==> src/rtl/fc_layer_engine_if.sv <==
// Bus bundle between the FC layer engine and its two single-port BRAMs.
// The master side is the engine; the slave side is the BRAM pair.
interface fc_layer_engine_if #(
    parameter int DATA_SIZE = 16
);
    logic                 bias_weights_bram_ena;
    logic [15:0]          bias_weights_bram_addra;
    logic [DATA_SIZE-1:0] bias_weights_bram_douta;
    logic                 result_bram_ena;
    logic                 result_bram_wea;
    logic [12:0]          result_bram_addra;
    logic [DATA_SIZE-1:0] result_bram_dina;
    logic [DATA_SIZE-1:0] result_bram_douta;

    modport master (
        output bias_weights_bram_ena, bias_weights_bram_addra,
        output result_bram_ena, result_bram_wea, result_bram_addra, result_bram_dina,
        input  bias_weights_bram_douta, result_bram_douta
    );

    modport slave (
        input  bias_weights_bram_ena, bias_weights_bram_addra,
        input  result_bram_ena, result_bram_wea, result_bram_addra, result_bram_dina,
        output bias_weights_bram_douta, result_bram_douta
    );
endinterface

==> src/rtl/fc_layer_engine.sv <==
// Fully-connected layer engine: y[o] = sat(bias[o] + sum_i w[o][i]*x[i]) with optional ReLU,
// streamed one weight/input pair per cycle from BRAM, with argmax tracking for classification.
module fc_layer_engine #(
    parameter int IN_SIZE   = 84,
    parameter int OUT_SIZE  = 10,
    parameter int DATA_SIZE = 16,
    parameter int FRAC_BITS = 8,
    parameter int RD_LAT    = 2,
    parameter int W_BASE    = 61276,
    parameter int W_STRIDE  = 100,
    parameter int B_BASE    = 62276,
    parameter int IN_BASE   = 8000,
    parameter int OUT_BASE  = 8084,
    parameter int RELU      = 0,
    localparam int ARG_W    = (OUT_SIZE > 1) ? $clog2(OUT_SIZE) : 1
) (
    input  logic                          clk,
    input  logic                          rst,
    input  logic                          fc_en,
    fc_layer_engine_if.master             bram,
    output logic                          fc_finish,
    output logic [DATA_SIZE*OUT_SIZE-1:0] out_result,
    output logic [ARG_W-1:0]              out_argmax
);
    localparam int ACC_W = 2*DATA_SIZE + $clog2(IN_SIZE+1);
    localparam logic signed [DATA_SIZE-1:0] Y_MAX = {1'b0, {(DATA_SIZE-1){1'b1}}};
    localparam logic signed [DATA_SIZE-1:0] Y_MIN = {1'b1, {(DATA_SIZE-1){1'b0}}};

    typedef enum logic [2:0] {S_IDLE, S_BIAS, S_STREAM, S_DRAIN, S_WRITE, S_DONE} state_t;

    state_t                        state;
    logic                          armed;
    logic [15:0]                   row;
    logic [15:0]                   cnt;
    logic                          abort;
    logic [RD_LAT-1:0]             bias_pipe;
    logic [RD_LAT-1:0]             w_pipe;
    logic signed [2*DATA_SIZE-1:0] prod;
    logic                          prod_valid;
    logic signed [ACC_W-1:0]       acc;
    logic signed [ACC_W-1:0]       acc_next;
    logic signed [ACC_W-1:0]       shifted;
    logic [ACC_W-DATA_SIZE:0]      upper;
    logic signed [ACC_W-1:0]       bias_ext;
    logic signed [DATA_SIZE-1:0]   w_s;
    logic signed [DATA_SIZE-1:0]   x_s;
    logic signed [DATA_SIZE-1:0]   y;
    logic signed [DATA_SIZE-1:0]   max_val;
    logic [ARG_W-1:0]              max_idx;

    assign w_s      = bram.bias_weights_bram_douta;
    assign x_s      = bram.result_bram_douta;
    assign bias_ext = {{(ACC_W-DATA_SIZE){w_s[DATA_SIZE-1]}}, w_s};
    assign abort    = !fc_en && (state inside {S_BIAS, S_STREAM, S_DRAIN, S_WRITE});

    // NOTE: every variable gets a default first so always_comb can never infer a latch.
    always_comb begin
        acc_next = acc;
        if (prod_valid)
            acc_next = acc + {{(ACC_W-2*DATA_SIZE){prod[2*DATA_SIZE-1]}}, prod};
        shifted = acc_next >>> FRAC_BITS;
        upper   = shifted[ACC_W-1:DATA_SIZE-1];
        if (upper == '0 || upper == '1)
            y = shifted[DATA_SIZE-1:0];
        else if (shifted[ACC_W-1])
            y = Y_MIN;
        else
            y = Y_MAX;
        if (RELU != 0 && y[DATA_SIZE-1])
            y = '0;
    end

    // Read-return tracking: a bit enters the pipe on the issue cycle and exits when douta is valid.
    always_ff @(posedge clk) begin
        if (rst || abort) begin
            bias_pipe  <= '0;
            w_pipe     <= '0;
            prod       <= '0;
            prod_valid <= 1'b0;
            acc        <= '0;
        end else begin
            bias_pipe  <= (bias_pipe << 1) | RD_LAT'(state == S_BIAS);
            w_pipe     <= (w_pipe << 1) | RD_LAT'(state == S_STREAM);
            prod_valid <= w_pipe[RD_LAT-1];
            if (w_pipe[RD_LAT-1])
                prod <= w_s * x_s;
            if (bias_pipe[RD_LAT-1])
                acc <= bias_ext <<< FRAC_BITS;
            else
                acc <= acc_next;
        end
    end

    // NOTE: sequential state uses non-blocking assignments so every register samples pre-edge values.
    always_ff @(posedge clk) begin
        if (rst) begin
            state                        <= S_IDLE;
            armed                        <= 1'b1;
            row                          <= '0;
            cnt                          <= '0;
            bram.bias_weights_bram_ena   <= 1'b0;
            bram.bias_weights_bram_addra <= '0;
            bram.result_bram_ena         <= 1'b0;
            bram.result_bram_wea         <= 1'b0;
            bram.result_bram_addra       <= '0;
            bram.result_bram_dina        <= '0;
            fc_finish                    <= 1'b0;
            out_result                   <= '0;
            out_argmax                   <= '0;
            max_val                      <= Y_MIN;
            max_idx                      <= '0;
        end else begin
            bram.bias_weights_bram_ena <= 1'b0;
            bram.result_bram_ena       <= 1'b0;
            bram.result_bram_wea       <= 1'b0;
            fc_finish                  <= 1'b0;

            // A completed run must see fc_en low before it can start again.
            if (state == S_DONE)
                armed <= 1'b0;
            else if (!fc_en)
                armed <= 1'b1;

            if (abort) begin
                state <= S_IDLE;
            end else begin
                case (state)
                    S_IDLE: if (fc_en && armed) begin
                        state                        <= S_BIAS;
                        row                          <= '0;
                        max_val                      <= Y_MIN;
                        max_idx                      <= '0;
                        bram.bias_weights_bram_ena   <= 1'b1;
                        bram.bias_weights_bram_addra <= 16'(B_BASE);
                    end
                    S_BIAS: begin
                        state                        <= S_STREAM;
                        cnt                          <= '0;
                        bram.bias_weights_bram_ena   <= 1'b1;
                        bram.bias_weights_bram_addra <= 16'(W_BASE + int'(row)*W_STRIDE);
                        bram.result_bram_ena         <= 1'b1;
                        bram.result_bram_addra       <= 13'(IN_BASE);
                    end
                    S_STREAM: if (cnt == 16'(IN_SIZE-1)) begin
                        state <= S_DRAIN;
                        cnt   <= '0;
                    end else begin
                        cnt                          <= cnt + 16'd1;
                        bram.bias_weights_bram_ena   <= 1'b1;
                        bram.bias_weights_bram_addra <= 16'(W_BASE + int'(row)*W_STRIDE + int'(cnt) + 1);
                        bram.result_bram_ena         <= 1'b1;
                        bram.result_bram_addra       <= 13'(IN_BASE + int'(cnt) + 1);
                    end
                    S_DRAIN: if (cnt == 16'(RD_LAT)) begin
                        // y already includes the final product landing on this edge.
                        state                                          <= S_WRITE;
                        bram.result_bram_ena                           <= 1'b1;
                        bram.result_bram_wea                           <= 1'b1;
                        bram.result_bram_addra                         <= 13'(OUT_BASE + int'(row));
                        bram.result_bram_dina                          <= y;
                        out_result[int'(row)*DATA_SIZE +: DATA_SIZE]   <= y;
                        if (y > max_val) begin
                            max_val <= y;
                            max_idx <= ARG_W'(row);
                        end
                    end else begin
                        cnt <= cnt + 16'd1;
                    end
                    S_WRITE: if (row == 16'(OUT_SIZE-1)) begin
                        state      <= S_DONE;
                        fc_finish  <= 1'b1;
                        out_argmax <= max_idx;
                    end else begin
                        state                        <= S_BIAS;
                        row                          <= row + 16'd1;
                        bram.bias_weights_bram_ena   <= 1'b1;
                        bram.bias_weights_bram_addra <= 16'(B_BASE + int'(row) + 1);
                    end
                    S_DONE:  state <= S_IDLE;
                    default: state <= S_IDLE;
                endcase
            end
        end
    end
endmodule
==> src/flat_wrapper.sv <==
// flat-port wrapper written by rule: the top's interface ports become plain ports
module fc_layer_engine_flat 
#(
    parameter int IN_SIZE   = 84,
    parameter int OUT_SIZE  = 10,
    parameter int DATA_SIZE = 16,
    parameter int FRAC_BITS = 8,
    parameter int RD_LAT    = 2,
    parameter int W_BASE    = 61276,
    parameter int W_STRIDE  = 100,
    parameter int B_BASE    = 62276,
    parameter int IN_BASE   = 8000,
    parameter int OUT_BASE  = 8084,
    parameter int RELU      = 0,
    localparam int ARG_W    = (OUT_SIZE > 1) ? $clog2(OUT_SIZE) : 1
)
  (clk, rst, fc_en, fc_finish, out_result, out_argmax, bram_bias_weights_bram_ena, bram_bias_weights_bram_addra, bram_result_bram_ena, bram_result_bram_wea, bram_result_bram_addra, bram_result_bram_dina, bram_bias_weights_bram_douta, bram_result_bram_douta);
  fc_layer_engine_if #(.DATA_SIZE(DATA_SIZE)) bram_i ();
  input  logic clk;
  input  logic rst;
  input  logic fc_en;
  output logic fc_finish;
  output logic [DATA_SIZE*OUT_SIZE-1:0] out_result;
  output logic [ARG_W-1:0] out_argmax;
  output wire logic [$bits(bram_i.bias_weights_bram_ena)-1:0] bram_bias_weights_bram_ena;
  output wire logic [$bits(bram_i.bias_weights_bram_addra)-1:0] bram_bias_weights_bram_addra;
  output wire logic [$bits(bram_i.result_bram_ena)-1:0] bram_result_bram_ena;
  output wire logic [$bits(bram_i.result_bram_wea)-1:0] bram_result_bram_wea;
  output wire logic [$bits(bram_i.result_bram_addra)-1:0] bram_result_bram_addra;
  output wire logic [$bits(bram_i.result_bram_dina)-1:0] bram_result_bram_dina;
  input wire logic [$bits(bram_i.bias_weights_bram_douta)-1:0] bram_bias_weights_bram_douta;
  input wire logic [$bits(bram_i.result_bram_douta)-1:0] bram_result_bram_douta;
  assign bram_bias_weights_bram_ena = bram_i.bias_weights_bram_ena;
  assign bram_bias_weights_bram_addra = bram_i.bias_weights_bram_addra;
  assign bram_result_bram_ena = bram_i.result_bram_ena;
  assign bram_result_bram_wea = bram_i.result_bram_wea;
  assign bram_result_bram_addra = bram_i.result_bram_addra;
  assign bram_result_bram_dina = bram_i.result_bram_dina;
  assign bram_i.bias_weights_bram_douta = bram_bias_weights_bram_douta;
  assign bram_i.result_bram_douta = bram_result_bram_douta;
  fc_layer_engine #(.IN_SIZE(IN_SIZE), .OUT_SIZE(OUT_SIZE), .DATA_SIZE(DATA_SIZE), .FRAC_BITS(FRAC_BITS), .RD_LAT(RD_LAT), .W_BASE(W_BASE), .W_STRIDE(W_STRIDE), .B_BASE(B_BASE), .IN_BASE(IN_BASE), .OUT_BASE(OUT_BASE), .RELU(RELU)) u_core (.clk(clk), .rst(rst), .fc_en(fc_en), .bram(bram_i), .fc_finish(fc_finish), .out_result(out_result), .out_argmax(out_argmax));
endmodule
==> config.mk <==
export PLATFORM = sky130hd
export DESIGN_NAME = fc_layer_engine_flat
export DESIGN_NICKNAME = d
export VERILOG_FILES = /design/src/rtl/fc_layer_engine_if.sv /design/src/rtl/fc_layer_engine.sv /design/src/flat_wrapper.sv
export SDC_FILE = /design/constraint.sdc
export NUM_CORES = 2
export LEC_CHECK = 0
export CAP_MARGIN = 20
export CORE_MARGIN = 2
export CORE_UTILIZATION = 43
export CTS_CLUSTER_SIZE = 40
export DETAILED_ROUTE_END_ITERATION = 10
export PLACE_DENSITY_LB_ADDON = 0.15
export SYNTH_ARGS = -nofsm -noshare
export SYNTH_HDL_FRONTEND = slang
export SYNTH_SLANG_ARGS = --single-unit
==> constraint.sdc <==
create_clock -name clk -period 12.8 [get_ports clk]
set_clock_uncertainty 0.15 [all_clocks]
set_input_delay 3.84 -clock clk [delete_from_list [all_inputs] [get_ports clk]]
set_output_delay 3.84 -clock clk [all_outputs]
set_load 0.01 [all_outputs]
* Yosys cells after proc, flatten, opt, wreduce, memory -nomap -nowiden
Index checks and enable logic that the tools add are counted.
Operators by class: add/sub/neg operators 12, multiply operators 2, order comparisons 1, equality and inequality tests 17, shifts and indexed selects 2, multiplexer cells 40, bitwise logic cells 5, reductions and logical operators 24
Operator list (count):
- 16-bit 2-to-1 mux | 12
- 160-bit bitwise mux | 1
- 16-bit by 33-bit variable shift with 160-bit output (first input constant) | 1
- 16-bit by 33-bit indexed part select with 160-bit output | 1
- 39-bit 2-to-1 mux | 2
- 16-bit case mux with 2 select lines | 2
- 16-bit case mux with 4 select lines | 1
- 16-bit case mux with 3 select lines | 1
- 39-bit adder | 1
- 13-bit case mux with 3 select lines | 1
- 20-bit negator with 33-bit output | 1
- 16-bit by 1-bit adder with 16-bit output (second input constant) | 2
- 16-bit by 2-bit adder with 16-bit output (second input constant) | 2
- 16-bit by 16-bit multiplier with 32-bit output | 1
- 13-bit adder (first input constant) | 2
- 13-bit 2-to-1 mux | 2
- 24-bit equality test (second input constant) | 1
- 24-bit zero test | 1
- 14-bit by 16-bit adder with 16-bit output (first input constant) | 1
- 16-bit adder | 1
- 16-bit adder (first input constant) | 1
- 16-bit by 2-bit equality test with 1-bit output (second input constant) | 1
- 16-bit by 4-bit equality test with 1-bit output (second input constant) | 1
- 16-bit by 7-bit equality test with 1-bit output (second input constant) | 1
- other kinds (29) | 62
Storage, ports and cells: register bits 345, input bits 35, output and inout port bits 213, word-level logic and storage cells 124

* Depth between registers and ports, before layout
word-level depth 9, depth in mapped cells 32, gate-level depth less buffers 29

* Worst setup path after synthesis
No wires, ideal clock.
kind input to register, start point in bram_bias_weights_bram_douta[15], end point reg u_core.prod[31], library setup time 0.115 ns, data arrival time 9.824 ns, required time 12.535 ns, path slack 2.712 ns, stages on the path 23, path buffers 1, cell sequence clkbuf_1 nand2_1 inv_1 fa_1 fa_1 inv_1 fa_1 inv_1 fa_1 fa_1 fa_1 ha_1 a21o_1 a21oi_1 o21ai_0 a21o_1 a21o_1 a311oi_1 or3b_2 a21oi_1 a31oi_1 xnor2_1 o21a_1
Between the ends: longest elaborated chain between the ends 1
RTL lines:
- start: declaration | line flat_wrapper.sv:31 | input wire logic [$bits(bram_i.bias_weights_bram_douta)-1:0] bram_bias_weights_bram_douta;
- 16-bit by 16-bit multiplier with 32-bit output | line fc_layer_engine.sv:86 | prod <= w_s * x_s;
- end signal: assignment | line fc_layer_engine.sv:86
- end: declaration | line fc_layer_engine.sv:38 | logic signed [2*DATA_SIZE-1:0] prod;
Every way passes these cells. A chain may end at the register's enable or synchronous reset.

* Worst setup path in the final report
start point in bram_bias_weights_bram_douta[5], end point reg u_core.prod[24]
The elaborated chain is that of the path after synthesis.

==> impl_results.md <==
- CTS root buf: clkbuf_16
- PortBufs: between 200 and 250
- Clock Tree Buf Depth: 3
- Synth Instances: 3305
- Final Net Count: 3985
- CP most frequent cell: fa_1
- DRT iter0 DRCs: between 1500 and 2000
- Fill cells: 6402
- Crit path max-delay cell type: clkdlybuf4s50_1
- Placed cell count: 4295
- WS Path Type: in2reg
- Max Clock Freq: a little over 90 MHz
- Leak: 14.05 nW
- Residual DRC: 0
- Req. time, crit path: 13.07 ns
- Die Width: roughly 260 um
- Core Rows: between 90 and 100
- Setup crit end kind: flop
- Area of the die: between 60000 and 70000 um2
- Clock latency on the worst-skew pair: 0.57 ns
- Period minus WS final: 10.77 ns
- Crit path max fanout: 17
- Synth top area share: 0.2417
- Unrepaired setup endpoints after global routing: no
- EDFF count, synth: 0
- Setup_tns: 0 ns
- Via count: around 23000
- Critical Path, Cell by Cell: clkdlybuf4s50_1 > nand2_1 > fa_1 > inv_1 > fa_1 > inv_1 > fa_1 > fa_1 > inv_1 > fa_1 > fa_1 > ha_1 > o2bb2a_1 > o31ai_1 > o41ai_1 > o21ai_0 > a21oi_1 > o31ai_1 > a21boi_0 > xnor2_1 > mux2i_1 > nor2_1
- Share of layout cells above drive strength 1: 0.06084
- Sequential share of the synthesized area: 0.2417
- Asr flop ratio synth: 0
- Startpoint types: primary input
- Synthesized cell area: 28580 um2
- Initial antenna violation count: 2
- Maximum VDD drop: roughly 0.00034 V
- Main synth FF type: dfxtp_1
- Final Wtd Congestion: roughly 0.88
- Syn_nets: about 3800
- Ant. Diodes: 0
- DRT Pass-1 Iters: 7
- Routed len/inst: between 15 and 20 um
- Area growth, synth to finish: 15.49%
- Final Non-Filler Cells: ~4400
- Clk sinks: approximately 350
- Max_slew headroom: 0.2644
- Syn avg cell area: just under 9 um2
- Gr usage total: 0.2440
- Final Cycle Share: 0.8413
- Hold buffers post-CTS: 0
- Post-DRT Antenna Nets: 0
- Number of global-route vias before repair: approximately 23000
- H-tree levels: 2
- Pwr Density: 202.5 nW/um2
- IO Pins: 248
- Clock transition at path regs: approximately 0.06 ns
- Total grt overflow: 0
- Post-CTS Repair Setup Buffers: 0
- Max Cap Violations: 0
- Tightest Pin Transition: 1.103 ns
- Most frequent cells after synthesis: nand2_1, inv_1, dfxtp_1
- Synth top area cells: dfxtp_1, fa_1, ha_1
- Ys Warns: 0
- Die height: about 260 um
- Synthesis-stage register bit count: about 350
- Worst hold slack: between 0.2 and 0.3 ns
- Status: finished, final reports clean
- Initial core utilization: 0.4347
- Hold Crit Class: reg2reg
- Crit-path max cell delay: 0.95 ns
- HPWL Detailed: around 64 mm
- CTS tree: yes
- Final Hold Viols: 0
- CP arrival: 11.04 ns
- CTS Buf Count: 38
- First-pass GRT wire length: approximately 130 mm
- Number of distinct library cells after synthesis: between 100 and 150
- Core Box Area: about 66000 um2
- Largest net degree at the start of global routing: between 60 and 70
- Leading area contributor after synthesis: dfxtp_1
- Max-slew violations: 0
- Final setup vio count: 0
- DRT Wirelength: between 80 and 90 mm
- Most common cell in the netlist: nand2_1
- Post-CTS Resized: 0
- Via density: roughly 5.3
final cells by class:
class                      count  area (um2)  area share
clock buffer                  53        1107     0.03355
clock inverter                15       202.7    0.006142
inverter                     388        1459     0.04421
multi-input combinational   2427       19580      0.5933
sequential                   345        6908      0.2093
tap                          864        1081     0.03276
timing repair buffer         273        2665     0.08075
worst max-delay path, delay by kind of cell:
family                   cells  cell delay, ns
buffers and inverters        4            1.11
multiplexers                 1            0.13
AND/OR/NAND/NOR              2            0.23
adder cells (fa/ha/maj)      7            3.44
XOR/XNOR                     1            0.09
AO/OA/AOI/OAI                7            2.18
cell families after synthesis:
logic type / Yosys count / share of synthesized area
AO/OA/AOI/OAI: 650 / 0.1500
AND/OR/NAND/NOR: 1082 / 0.1837
multiplexers: 61 / 0.02194
flip-flops: 345 / 0.2417
adder cells (fa/ha/maj): 477 / 0.2800
XOR/XNOR: 157 / 0.04926
buffers and inverters: 533 / 0.07342
sequential cells by signal (all words and copies together) (netlist names), 16 cells and up:
register                             flops
u_core.bram.result_bram_dina            16
u_core.row                              16
u_core.max_val                          16
u_core.prod                             32
u_core.bram.bias_weights_bram_addra     16
u_core.cnt                              16
u_core.acc                              39
u_core.out_result                      160
per-stage QoR:
step / total power, W / utilization / area (um2) / worst slack [ns]
2_1_floorplan: 0.004647 / - / 28580 / 2.712
3_3_place_gp: 0.005558 / 0.4818 / 31680 / 1.534
3_5_place_dp: 0.005560 / 0.4818 / 31680 / 1.489
4_1_cts: 0.006745 / 0.5018 / 32990 / 2.051
5_1_grt: 0.007399 / 0.5020 / 33000 / 1.507
6_report: 0.006684 / 0.5020 / 33000 / 2.032
metal layers:
| layer | wire (um) | up-vias | GRT usage |
|---|---|---|---|
| met2 | 38400 | 579 | 0.3998 |
| met5 | 0 | - | 0 |
| met1 | 37660 | 11290 | 0.3354 |
| li1 | - | 11290 | - |
| met3 | 4001 | 139 | 0.02855 |
| met4 | 2837 | 0 | 0.08002 |
layout by cell type, fill, tap and decap left out, drive strengths merged, types with 10 or more instances in the layout:
cell / n
a211oi: 55
a21o: 45
a21oi: 158
a221o: 16
a221oi: 10
a22oi: 13
a31oi: 13
and2: 123
and3: 24
buf: 27
clkbuf: 53
clkdlybuf4s50: 246
clkinv: 15
dfxtp: 345
fa: 271
ha: 206
inv: 385
mux2: 13
mux2i: 48
nand2: 400
nand2b: 23
nand3: 53
nand4: 22
nor2: 291
nor2b: 25
nor3: 57
nor4: 10
o21a: 13
o21ai: 228
o21bai: 12
or3: 12
xnor2: 109
xor2: 47
worst paths after layout:
kind,startpoint,endpoint,slack [ns],cells after the start
max,bram_bias_weights_bram_douta[5],u_core.prod[24],2.03,22
min,u_core.bias_pipe[0],u_core.bias_pipe[1],0.28,1
max reg2reg,u_core.prod[0],u_core.max_val[7],5.34,25
min reg2reg,u_core.bias_pipe[0],u_core.bias_pipe[1],0.28,1
where the power goes:
part,internal [W],total (W),switching [W],leakage (nW)
logic,0.00196,0.00444,0.00249,10.6
registers,0.00108,0.00109,0.00000757,2.78
clock network,0.000673,0.00115,0.000480,0.651
total,0.00371,0.00668,0.00297,14.0
(Power assumes the default switching activity.)
